$ cat src/rtl/ascon_perm_ctrl.sv
// Round sequencer for the ASCON permutation: loads the state register, walks the
// round-constant index through 12/8/6 rounds and pulses done when the last round is written.
module ascon_perm_ctrl #(
  parameter int unsigned NR_A  = 12,
  parameter int unsigned NR_B8 = 8,
  parameter int unsigned NR_B6 = 6
) (
  input  logic       clock_i,
  input  logic       reset_i,
  input  logic       start_i,
  input  logic [1:0] rounds_sel_i,
  output logic [3:0] round_o,
  output logic       sel_init_o,
  output logic       en_reg_o,
  output logic       busy_o,
  output logic       done_o,
  output logic       ready_o
);

  localparam int unsigned RCNT_W     = 4;
  localparam int unsigned MAX_ROUNDS = 12;
  localparam int unsigned LAST_ROUND = MAX_ROUNDS - 1;

  typedef enum logic [1:0] {
    S_IDLE  = 2'b00,
    S_LOAD  = 2'b01,
    S_ROUND = 2'b10,
    S_DONE  = 2'b11
  } state_e;

  state_e            state_q, state_d;
  logic [RCNT_W-1:0] rcnt_q, rcnt_d;
  logic [RCNT_W-1:0] first_rnd;
  logic              sel_init_q, en_reg_q, busy_q, done_q, ready_q;

  // Reduced-round runs start part-way so the final round constant is always index 11.
  always_comb begin
    first_rnd = RCNT_W'(MAX_ROUNDS - NR_A);
    case (rounds_sel_i)
      2'b01:   first_rnd = RCNT_W'(MAX_ROUNDS - NR_B8);
      2'b10:   first_rnd = RCNT_W'(MAX_ROUNDS - NR_B6);
      default: first_rnd = RCNT_W'(MAX_ROUNDS - NR_A);
    endcase
  end

  // Next state and round counter; start is only honoured while ready.
  always_comb begin
    state_d = state_q;
    rcnt_d  = rcnt_q;
    case (state_q)
      S_IDLE: begin
        rcnt_d = '0;
        if (start_i) begin
          state_d = S_LOAD;
          rcnt_d  = first_rnd;
        end
      end
      S_LOAD: begin
        state_d = S_ROUND;
      end
      S_ROUND: begin
        if (rcnt_q >= RCNT_W'(LAST_ROUND)) begin
          state_d = S_DONE;
          rcnt_d  = RCNT_W'(LAST_ROUND);
        end else begin
          rcnt_d = rcnt_q + RCNT_W'(1);
        end
      end
      S_DONE: begin
        if (start_i) begin
          state_d = S_LOAD;
          rcnt_d  = first_rnd;
        end else begin
          state_d = S_IDLE;
          rcnt_d  = '0;
        end
      end
      default: begin
        state_d = S_IDLE;
        rcnt_d  = '0;
      end
    endcase
  end

  // State register with outputs decoded from the next state so they are registered.
  always_ff @(posedge clock_i) begin
    if (reset_i) begin
      state_q    <= S_IDLE;
      rcnt_q     <= '0;
      sel_init_q <= 1'b0;
      en_reg_q   <= 1'b0;
      busy_q     <= 1'b0;
      done_q     <= 1'b0;
      ready_q    <= 1'b1;
    end else begin
      state_q    <= state_d;
      rcnt_q     <= rcnt_d;
      sel_init_q <= (state_d == S_LOAD);
      en_reg_q   <= (state_d == S_LOAD) || (state_d == S_ROUND);
      busy_q     <= (state_d == S_LOAD) || (state_d == S_ROUND);
      done_q     <= (state_d == S_DONE);
      ready_q    <= (state_d == S_IDLE) || (state_d == S_DONE);
    end
  end

  assign round_o    = rcnt_q;
  assign sel_init_o = sel_init_q;
  assign en_reg_o   = en_reg_q;
  assign busy_o     = busy_q;
  assign done_o     = done_q;
  assign ready_o    = ready_q;

endmodule

$ cat config.mk
export PLATFORM = sky130hd
export DESIGN_NAME = ascon_perm_ctrl
export DESIGN_NICKNAME = d
export VERILOG_FILES = /design/src/rtl/ascon_perm_ctrl.sv
export SDC_FILE = /design/constraint.sdc
export NUM_CORES = 1
export LEC_CHECK = 0
export ABC_AREA = 1
export CAP_MARGIN = 40
export CORE_AREA = 2 2 39 41
export DETAILED_ROUTE_END_ITERATION = 10
export DIE_AREA = 0 0 41 43
export GPL_TIMING_DRIVEN = 0
export HOLD_SLACK_MARGIN = 0.03
export PLACE_DENSITY = 0.7
export SYNTH_ARGS = -nofsm -noshare
export SYNTH_HDL_FRONTEND = slang
export SYNTH_SLANG_ARGS = --single-unit
export TNS_END_PERCENT = 10
$ cat constraint.sdc
create_clock -name clock_i -period 4.81 [get_ports clock_i]
set_clock_uncertainty 0.15 [all_clocks]
set_input_delay 0.962 -clock clock_i [delete_from_list [all_inputs] [get_ports clock_i]]
set_output_delay 0.962 -clock clock_i [all_outputs]
set_load 0.03 [all_outputs]
Word level (Yosys, flattened, before mapping)
Cells that the tools add are included.
Operators by class
  add/subtract/negate cells: 1
  magnitude comparators: 1
  equality and inequality tests: 8
  mux-type cells: 8
  reductions and logical operators: 6
Operators by type and width (number)
  2-bit equality test (second input constant): 5
  4-bit two-way mux: 2
  2-bit case mux with 4 select lines: 1
  4-bit case mux with 2 select lines: 1
  2-bit by 1-bit equality test with 1-bit output (second input constant): 3
  3-bit case mux with 2 select lines: 1
  4-bit by 1-bit adder with 4-bit output (second input constant): 1
  4-bit greater-or-equal comparator (second input constant): 1
  2-bit logical NOT: 2
  2-bit two-way mux: 2
  1-bit logical OR: 2
  2-bit nonzero test: 1
  2-bit OR reduction: 1
  1-bit two-way mux: 1
Word-level totals
  register bits after elaboration: 10
  input port bits: 5
  output and inout port bits: 9

Depth between registers and ports, before layout
  depth after elaboration: 5
  mapped depth: 10
  mapped depth without buffers: 10

Worst setup path before layout
No wires, ideal clock.
  path type: input -> register
  from: in start_i
  to: reg ready_q (netlist: ready_o)
  library setup time: 0.114 ns
  arrival: 1.658 ns
  data required time: 4.546 ns
  path slack: 2.888 ns
  stages on the path: 7
  path buffers: 0
  cell sequence: inv_1 -> nand3_1 -> o21ai_2 -> inv_1 -> ha_1 -> nor2_1 -> inv_1
Between the ends
  word-level cells in the longest chain between the ends: 4
  elaborated cells between the ends (all ways): 6
  those cells by class: eq/ne (1); mux (3); reduce/logical (2)
Ends and longest elaborated chain
  from (decl): RTL line 10  | input logic start_i,
  2-bit two-way mux (*): RTL line 53  | if (start_i) begin
  2-bit case mux with 4 select lines (*): RTL line 50  | case (state_q)
  via state_d[1]: RTL line 31  | state_e state_q, state_d;
  2-bit equality test / 2-bit logical NOT (equally long branches): RTL line 102  | ready_q <= (state_d == S_IDLE) || (state_d == S_DONE);
  1-bit logical OR (*): RTL line 102
  to (signal assigned): RTL line 102
  to (decl): RTL line 34  | logic sel_init_q, en_reg_q, busy_q, done_q, ready_q;
The timed path passes the listed nets; every way through them passes the cells marked *.
A chain may end at the register's enable or synchronous reset.

Final worst setup path
  from: reg rcnt_q[2] (netlist: round_o[2])
  to: out round_o[2]
RTL lines
  from (decl): RTL line 32  | logic [RCNT_W-1:0] rcnt_q, rcnt_d;
  from (signal assigned): RTL line 97  | rcnt_q <= rcnt_d;
  to (decl): RTL line 12  | output logic [3:0] round_o,
No word-level cell between the ends.

==> results by group <==
Setup path
  – CP Cell Sequence: clkdlybuf4s50_1
  – Worst Setup SP: round_o[2]
  – Worst EP arrival: 1.40 ns
  – CP Capture Type: primary output
  – FF-to-FF setup slack: 2.98 ns
  – Crit Path Class: reg2out
  – Reg2Reg Depth: 8
  – CP top delay family: buffers and inverters
  – Slowest CP cell: clkdlybuf4s50_1
  – Reg-to-Reg Start: state_q[1]
  – FF-to-FF End: ready_o
  – Worst path max stage delay: 0.71 ns
  – Worst-path maximum fanout: 6
  – WP data required: about 3.7 ns
  – Kind of start point of the critical path: flip-flop
  – Number of cells on the critical path: 1
  – Critical path destination: round_o[2]
  – Buf/Inv on CP: 1

Timing
  – Max Clk Rate: 0.398 GHz
  – Final setup fails: 0
  – Final Critical Period: between 2 and 3 ns
  – Max Slew Vio Count: 0
  – Hold slack: ~0.38 ns
  – Fin. Hold Viols: 0
  – Post-route setup TNS: 0 ns
  – RSZ-0062 raised after global routing: false
  – Worst-Margin Slew: 0.317 ns
  – Relative slew slack: 78.8%
  – Final Cycle Share: 52.2%

Clocking
  – Clk slew on worst S/H paths: 0.07 ns
  – Num CTS Buffers: 3
  – Max Root-Sink Buffers: 2
  – Root buf cell: clkbuf_4
  – Setup bufs post-CTS: 0
  – CTS Hold Bufs: 0
  – H-tree lvl count: 1
  – Clk sinks: 10
  – Resize count post-CTS: 0
  – Clock Latency Late Sink: roughly 0.26 ns
  – CTS tree: done

Power
  – Power per cell area: 422 nW/um^2
  – Max rail drop VDD: 0.229 mV
  – Leakage: 0.000332 uW

Global routing
  – Vias in the first global route: 462
  – Gr ovfl total: 0
  – Initial antenna violation count: 0
  – Tot GR Track Use: roughly 15%
  – First-pass GRT wire length: around 1800 um
  – Largest net degree at the start of global routing: 10

Yosys
  – Most frequent cells after synthesis: nand2_1 (14), inv_1 (13), dfxtp_1 (10)
  – Post-synth top area share: 36.9%
  – Synth unique cells: 16
  – Ys async rst share: 0%
  – YS warnings: 0
  – Synth area leader: dfxtp_1
  – Syn nets: 84
  – Main area contributors after synthesis: dfxtp_1 (37%), ha_1 (18%), nand2_1 (9.7%)
  – Seq/Total Area, Yosys: 36.9%
  – Primary FF master, synth: dfxtp_1
  – EDFF count, synth: 0
  – Cell with the most instances after synthesis: nand2_1
  – #FFs+latches synth: 10
  – Post-synthesis average cell area: 7.65 um^2
  – Synthesized instance count: 71
  – Mapped cell area: 543 um^2

Detailed routing
  – Via count of the routed design: 476
  – Via-to-Cell Ratio: 4.62
  – Wirelength per Cell: 9.64 um
  – DR iter-0 viols: 3
  – DRC errors left: 0
  – Post-route ant nets: 0
  – WL final: 993 um
  – DR pass1 iterations: 2

Place
  – Post-detail-place hpwl: 780 um
  – Cell total after placement: 99
  – RD Place Congestion: about 0.73
  – Number of buffers added on ports: 12
  – Area after DPL: between 600 and 700 um^2

Floorplanning
  – Die ar.: 1760 um^2
  – Effective utilization at floorplan: around 39%
  – Die H: 43 um
  – Die X: 41 um
  – Row cnt: 14
  – Ports: 14
  – Core Area: 1380 um^2

Layout
  – Non-Filler Instances: 103
  – Share of cells above drive strength 1: between 10% and 20%
  – # diodes: 0
  – Layout area overhead: 32.5%
  – Final Cell Area: 719 um^2
  – Final net count: around 100

Worst hold path
  – HP Class: reg2reg
  – Hold Path Depth: 2

Status
  – Status: completed

Flow run
  – Max Cap Viol: 0
==> flip-flops by register name, summed over array words and instances, names as in the netlist <==
register,count
done_o,1
round_o,4
busy_o,1
state_q,2
sel_init_o,1
ready_o,1
==> power by group <==
part | leakage [uW] | internal (uW) | switching (uW)
combinational | 0.000228 | 50.2 | 71.9
sequential | 0.0000822 | 97.3 | 10.3
clock | 0.0000210 | 45.9 | 28.3
==> cell type report <==
cell class / instances / area (um^2)
Fill cell: 143 / 664
Tap cell: 16 / 20.0
Sequential cell: 10 / 200
Inverter: 13 / 48.8
Timing Repair Buffer: 12 / 120
Multi-Input combinational cell: 46 / 282
Clock buffer: 4 / 36.3
Buffer: 2 / 12.5
==> through the flow <==
stage / utilization, % / power (uW) / worst slack (ns)
after floorplan: - / 190 / 2.89
after global placement: 49.4 / 229 / 2.33
after detailed placement: 49.4 / 233 / 2.30
after CTS: 52.0 / 309 / 2.28
after global routing: 52.0 / 328 / 2.21
final: 52.0 / 304 / 2.30
==> per-layer routing <==
layer / vias to the layer above / wire, um / GRT usage [%]
met2: 12 / 542 / 27.8
li1: 249 / - / -
met4: 0 / 4 / 2.00
met5: - / 0 / 0
met1: 213 / 382 / 13.2
met3: 2 / 64 / 9.42
==> worst min-delay path by stage <==
stage,from,end,slack [ns]
2_1_floorplan,state_q[1],state_q[1],0.45
4_1_cts,round_o[0],round_o[0],0.39
5_1_grt,round_o[0],round_o[0],0.41
3_5_place_dp,round_o[0],round_o[0],0.37
3_3_place_gp,round_o[3],round_o[3],0.36
6_report,round_o[3],round_o[3],0.38
==> cell usage in the layout, fill, tap and decap left out <==
cell type,n
a31oi_1,1
nand2_2,1
clkbuf_8,1
clkbuf_4,3
nor2_2,1
buf_2,1
ha_1,8
nor2_1,8
a21oi_1,4
clkdlybuf4s50_1,12
dfxtp_1,10
nand3_1,4
nand2_1,14
inv_1,13
buf_4,1
o21bai_1,1
nand3b_1,1
o21ai_2,2
o21a_1,1
==> cell families (layout without fill, tap and decap cells) <==
logic type	count (synthesis)	count (layout)	share of synthesized area, %
buf+inv	15	31	11.3
simple gates	29	29	22.6
compound gates	9	9	10.8
fa+ha+maj	8	8	18.4
flops	10	10	36.9
Power figures use the tool's default switching activity.
